===== config.mk =====
export PLATFORM = sky130hd
export DESIGN_NAME = fd_pipe_reg
export DESIGN_NICKNAME = d
export VERILOG_FILES = /design/src/rtl/fd_pipe_reg.sv
export SDC_FILE = /design/constraint.sdc
export NUM_CORES = 1
export LEC_CHECK = 0
export CAP_MARGIN = 5
export CORE_MARGIN = 4
export CORE_UTILIZATION = 38
export DETAILED_ROUTE_END_ITERATION = 6
export PLACE_DENSITY = 0.77
export SLEW_MARGIN = 20
export SYNTH_ARGS = -nofsm -noshare
export SYNTH_HDL_FRONTEND = slang
export SYNTH_SLANG_ARGS = --single-unit

===== constraint.sdc =====
create_clock -name clk -period 1.8 [get_ports clk]
set_clock_uncertainty 0.2 [all_clocks]
set_input_delay 0.18 -clock clk [delete_from_list [all_inputs] [get_ports clk]]
set_output_delay 0.18 -clock clk [all_outputs]
set_load 0.02 [all_outputs]

===== src/rtl/fd_pipe_reg.sv =====
// F->D pipeline register for the 5-stage MIPS core.
// Captures the fetched PC, instruction word and delay-slot flag for the
// decode stage. It also flags illegal fetch addresses (AdEL) and applies
// the req / stall / flush controls. A saturating stall counter is kept for
// performance debug.
module fd_pipe_reg #(
   parameter logic [31:0] INSTR_START = 32'h0000_3000,
   parameter logic [31:0] INSTR_END   = 32'h0000_6ffc,
   parameter logic [31:0] EXC_ENTRY   = 32'h0000_4180,
   parameter logic [4:0]  EXC_ADEL    = 5'd4,
   parameter int          CNT_W       = 16
) (
   input  logic             clk,
   input  logic             reset,
   input  logic             stall,
   input  logic             flush,
   input  logic             req,
   input  logic [31:0]      F_PC,
   input  logic [31:0]      F_instr,
   input  logic             F_BD,
   output logic [31:0]      D_PC,
   output logic [31:0]      D_instr,
   output logic             D_BD,
   output logic [4:0]       D_ExcCode,
   output logic             D_valid,
   output logic [CNT_W-1:0] stall_cnt
);

   // What the D stage does on the coming edge, already resolved by priority.
   typedef enum logic [1:0] {
      ACT_LOAD  = 2'd0,
      ACT_FLUSH = 2'd1,
      ACT_HOLD  = 2'd2,
      ACT_EXC   = 2'd3
   } act_e;

   // Complete D-stage contents, so that hold, bubble and load each move the
   // whole stage in one assignment.
   typedef struct packed {
      logic [31:0] pc;
      logic [31:0] instr;
      logic        bd;
      logic [4:0]  exc;
      logic        valid;
   } dstage_t;

   localparam logic [CNT_W-1:0] CNT_MAX = {CNT_W{1'b1}};

   act_e             act;
   logic             fault;
   dstage_t          d_q, d_d;
   logic [CNT_W-1:0] cnt_q, cnt_d;

   // Resolve the controls: an exception request beats stall, stall beats flush.
   always_comb begin
      if (req)        act = ACT_EXC;
      else if (stall) act = ACT_HOLD;
      else if (flush) act = ACT_FLUSH;
      else            act = ACT_LOAD;
   end

   // AdEL check: misaligned, or outside the instruction window (unsigned compare).
   always_comb begin
      fault = (F_PC[1:0] != 2'b00) || (F_PC < INSTR_START) || (F_PC > INSTR_END);
   end

   // Next D-stage contents for each action.
   always_comb begin
      // NOTE: giving d_d a default first means every path assigns it, so no latch is inferred.
      d_d = d_q;
      unique case (act)
         ACT_EXC: begin
            d_d = '{pc: EXC_ENTRY, instr: 32'h0, bd: 1'b0, exc: 5'd0, valid: 1'b0};
         end
         ACT_HOLD: begin
            d_d = d_q;
         end
         ACT_FLUSH: begin
            // The bubble keeps F_PC so CP0 can still take an EPC from D.
            d_d = '{pc: F_PC, instr: 32'h0, bd: 1'b0, exc: 5'd0, valid: 1'b0};
         end
         ACT_LOAD: begin
            // A faulting fetch still carries its PC, because CP0 needs it for EPC/BadVAddr.
            d_d.pc    = F_PC;
            d_d.bd    = F_BD;
            d_d.valid = 1'b1;
            d_d.instr = fault ? 32'h0 : F_instr;
            d_d.exc   = fault ? EXC_ADEL : 5'd0;
         end
         default: d_d = d_q;
      endcase
   end

   // Stall counter: count every stalled edge (including req+stall) and saturate.
   always_comb begin
      cnt_d = cnt_q;
      if (stall && (cnt_q != CNT_MAX)) cnt_d = cnt_q + 1'b1;
   end

   // State registers: asynchronous active-low reset to the bubble at INSTR_START.
   always_ff @(posedge clk or negedge reset) begin
      // NOTE: every register here is a control/data flop with a defined reset value; there is no memory array to leave unreset.
      if (!reset) begin
         d_q   <= '{pc: INSTR_START, instr: 32'h0, bd: 1'b0, exc: 5'd0, valid: 1'b0};
         cnt_q <= '0;
      end else begin
         // NOTE: non-blocking assignments make all flops update together from pre-edge values.
         d_q   <= d_d;
         cnt_q <= cnt_d;
      end
   end

   assign D_PC      = d_q.pc;
   assign D_instr   = d_q.instr;
   assign D_BD      = d_q.bd;
   assign D_ExcCode = d_q.exc;
   assign D_valid   = d_q.valid;
   assign stall_cnt = cnt_q;

endmodule

# [After elaboration in Yosys (flattened, before gate mapping)]
# Index checks and enable logic that the tools add are counted.
# W data, S select, Z words.
[totals] register_bits=87 input_bits=70 output_inout_bits=87
[op_classes] add_sub_neg=1 n_lt_le_gt_ge=2 n_eq_ne=4 mux=6 n_reduce_logical=5
[ops] operator="$pmux W71 S3" count=1
[ops] operator="$gt A32 B15 Y1 const B" count=1
[ops] operator="$lt A32 B14 Y1 const B" count=1
[ops] operator="$mux W32" count=1
[ops] operator="$add A16 B1 Y16 const B" count=1
[ops] operator="$ne A16 B16 Y1 const B" count=1
[ops] operator="$eq A2 B2 Y1 const B" count=2
[ops] operator="$mux W2" count=2
[ops] operator="$mux W3" count=1
[ops] operator="$eq A2 B1 Y1 const B" count=1
[ops] operator="$logic_not A2 Y1" count=1
[ops] operator="$logic_or A1 B1 Y1" count=2
[ops] operator="$reduce_bool A2 Y1" count=1
[ops] operator="$logic_and A1 B1 Y1" count=1
[ops] operator="$mux W1" count=1

# [Longest topological paths before layout]
# Gate-level depths: netlist of run 1.
[depth] depth_word=5 ltp_mapped=6

# [Worst setup path before layout of run 1]
# No wires, ideal clock.
[synth_timing] path_kind="reg2reg" start="register cnt_q[11], in the netlist stall_cnt[11]" end="register cnt_q[1], in the netlist stall_cnt[1]" arrival_ns=1.632 required_time_ns=1.472 slack_ns=-0.160 stages_incl_launch_ff=5 path_buffers=0 cell_sequence="dfrtp_1 -> nand4_1 -> nor4_4 -> nand2b_1 -> mux2_1"
[synth_via] elab_chain_cells=2
[synth_rtl] item="start: declaration" line="52" rtl="logic [CNT_W-1:0] cnt_q, cnt_d;"
[synth_rtl] item="start signal: assignment" line="109" rtl="cnt_q <= cnt_d;"
[synth_rtl] item="$ne A16 B16 Y1" line="97" rtl="if (stall && (cnt_q != CNT_MAX)) cnt_d = cnt_q + 1'b1;"
[synth_rtl] item="$logic_and A1 B1 Y1" line="97"
# No other way between the ends.
# A chain may end at the register's enable or synchronous reset.

# [Final worst setup path of run 1]
[layout_timing] start="input F_PC[16]" end="register d_q (netlist bit D_instr[29])"
[layout_via] elab_chain_cells=5 word_cells_on_any_way=6 classes_between="2 x order compare; 2 x mux; 2 x reduce/logical"
[layout_rtl] item="start: declaration" line="18" rtl="input logic [31:0] F_PC,"
[layout_rtl] item="$lt A32 B14 Y1" line="64" rtl="fault = (F_PC[1:0] != 2'b00) || (F_PC < INSTR_START) || (F_PC > INSTR_END);"
[layout_rtl] item="$logic_or A1 B1 Y1" line="64"
[layout_rtl] item="$logic_or A1 B1 Y1 (*)" line="64"
[layout_rtl] item="$mux W32 (*)" line="87" rtl="d_d.instr = fault ? 32'h0 : F_instr;"
[layout_rtl] item="$pmux W71 S3 (*)" line="71" rtl="unique case (act)"
[layout_rtl] item="end signal: assignment" line="104" rtl="d_q <= '{pc: INSTR_START, instr: 32'h0, bd: 1'b0, exc: 5'd0, valid: 1'b0};"
[layout_rtl] item="end: declaration" line="51" rtl="dstage_t d_q, d_d;"
# Every way passes the cells marked *; elsewhere a longest branch is shown, timed or not. The select of a mux whose other input is x is not followed.

==> metrics.cfg, run 1 <==
[detailed_routing]
wl_met3_um=749
initialDrtViolationCount=60
drcViolationCount=0
highest_layer=met4
wl_per_cell_um=16.8
via_count=2868
drt_pass1_iterations=4
drt-met1-wl_mm=4.09
vias_per_cell=5.01
routed_wirelength_mm=9.61
antenna_left=0
wl_met2_mm=4.68

[floorplanning]
die_w_um=103
dieArea_um2=10700
row_count=34
die_y_um=103
fp.coreArea_um2=8810
io_pins=157
start_util_pct=39.3

[yosys]
ys_top_cells_by_area=dfrtp_1 59%, mux2i_1 8.7%, a22o_1 8.1%
yosysTopAreaCell=dfrtp_1
yosysTopAreaCellShare_pct=58.5
synth-edff-count=0
synth_most_common_cell=dfrtp_1
synth_ff_type=dfrtp_1
yosysUniqueCellTypes=32
ys_seq_elements=83
syn_area_per_cell_um2=12.5
ys_seq_area_share_pct=60.0
synthArstFlopShare_pct=100
yosys_warnings=0
syn-cell-area_um2=3460
ys_top_cells_by_count=81 x dfrtp_1, 39 x nor2_1, 32 x a22o_1, 30 x mux2i_1, 9 x clkbuf_1
synth_cells=278

[placement]
place_congestion=0.804
dp_cells=551
io_buffers=152
hpwl_mm=6.90
placedInstanceArea_um2=5310

[layout]
drive_gt1_share_pct=15.5
finalInstanceArea_um2=5640
instances_no_fill=573
utilization_pct=64.0
nets=530
regArea_um2=2090
fillers=707
area_growth_pct=62.8
multi_input_area_um2=1310

[run_status]
outcome=finished, violations left
violations=hold timing

[timing]
finalSetupViolations=0
slew_violations=0
period_needed_ns=1.74
hold_slack_ns=-0.0377
rsz0062_at_grt=yes
final_hold_viol_count=4
fin_crit_sh_pct=96.7
max_freq_mhz=575

[clock_network]
cts_sinks=83
clk_transition_reported_paths_ns=0.08
cts_buffers=9
clock_path_buffers=2
cts-root-buf=clkbuf_8
cts_tree=built
clk_latency_ns=0.33
cts_max_level=3

[setup_path]
r2r_cells=4
r2r_end=stall_cnt[1]
r2r-start=stall_cnt[8]
startpoint_type=primary input
cp_data_required_time_ns=1.87
worstPathMaxFanout=16
critical_path_class=in -> reg
worst-r2r-setup-slack_ns=0.07
crit_path_end=D_instr[29]
worstPathArrival_ns=1.81
endpoint_kind=register
critPathLaunch=F_PC[16]

[global_route]
grt-ovfl-total=0
grt_pass1_vias=2901
grt.total_usage_pct=17.2
grt_max_degree=84
grt_first_pass_wirelength_mm=14.5
antenna_found_initial=0

[power]
total_power_mw=4.49
p_per_area_nw_per_um2=796
vdd_drop_max_v=0.000425
p_leak_nw=2.80

[flow_run]
cap_violations=0

[worst_hold_path]
hp-class=in -> reg

[layout by cell type, fill, tap and decap left out, types with 2 or more instances in the layout]
cell	instances
dfrtp_1	75
dlygate4sd3_1	2
nand4_1	8
buf_12	3
xnor2_1	5
nor4_2	3
clkbuf_8	9
clkbuf_16	2
dfstp_2	2
clkinvlp_4	5
xor2_1	7
and4_1	4
mux2i_1	30
nor3b_1	2
nor3_1	4
a21oi_1	3
nor2_1	39
dlymetal6s2s_1	21
dfrtp_2	6
clkdlybuf4s50_1	115
nand3_1	4
a22o_1	32
nand2_1	7
and3_1	3
conb_1	4
nor4_4	3
a211o_1	3
nor2b_1	3
inv_1	2
buf_4	30
dlygate4sd2_1	14
o21ai_1	2
[logic make-up after synthesis]
logic type	after synthesis	share of synthesized area [%]
other cells	1	0.108
flops	83	60.0
fa+ha+maj	1	0.361
mux	32	9.32
compound gates	40	9.57
simple gates	86	13.8
xor+xnor	12	3.03
buf+inv	23	3.76
[registers in the layout (all words and copies together) (netlist names)]
register   flops
D_ExcCode      1
D_valid        1
D_BD           1
stall_cnt     16
D_instr       32
D_PC          32
[final cells by class]
type,instances,share of cell area [%]
flip-flops and latches,83,37.0
repair buffers,188,33.6
multi-input cells,175,23.2
well taps,108,2.40
clock buffers,9,2.20
clock inverters,7,1.35
inverters,2,0.133
diodes,1,0.0444
[worst min path at each step]
stage                     startpoint            to  slack, ns  cells past startpoint
after floorplan                reset          D_BD      -0.32                      0
after global placement         reset  stall_cnt[8]       0.04                      2
after detailed placement       reset  stall_cnt[8]       0.05                      2
after CTS                      stall  stall_cnt[0]       0.12                      4
after global routing        F_PC[29]      D_PC[29]     -0.003                      3
final                        F_PC[1]       D_PC[1]      -0.04                      3
[power breakdown]
group          switching, mW  internal, mW  total (mW)
Clock                  0.705         0.646        1.35
Combinational          0.527         0.547        1.07
Sequential            0.0761          1.99        2.07
Total                   1.31          3.18        4.49
[per-stage QoR]
| stage | TNS (ns) | worst slack (ns) |
|---|---|---|
| after floorplan | -0.106 | -0.106 |
| after global placement | -11.65 | -0.361 |
| after detailed placement | -11.58 | -0.383 |
| after CTS | 0 | 0.000129 |
| after global routing | -0.0188 | -0.00645 |
| final | 0 | 0.0597 |
[worst max-delay path, cell delays in order]
cell and delay, ns:
clkdlybuf4s50_1 0.45, nor3_2 0.16, nand3_2 0.14, nor4_4 0.38, buf_4 0.21, clkbuf_16 0.17, a22o_1 0.12
[what timing repair did]
action,CTS,global route
pin swaps,0,8
resized for setup,15,23
endpoints found under the hold margin,82,1
gates cloned,0,2
hold buffers,1,1
setup buffers,0,1
endpoints found under the setup margin,31,22
[routing by layer]
layer	vias up	track usage, %
met5	-	0
met3	8	4.63
met2	115	28.3
met1	1402	22.9
li1	1343	-
met4	0	3.88
Note: power is estimated with default switching activity, not from simulation.
==> inputs of run 2 (changes only) <==
Settings changed: CAP_MARGIN 5 to 20.
==> results of run 2 <==
The final DEF is identical to that of run 1; final timing and power are the same.
==> inputs of run 3 (changes only) <==
Settings changed: CAP_MARGIN 20 to not set, SLEW_MARGIN 20 to not set.
==> results of run 3 <==
The final DEF is identical to that of run 1; final timing and power are the same.
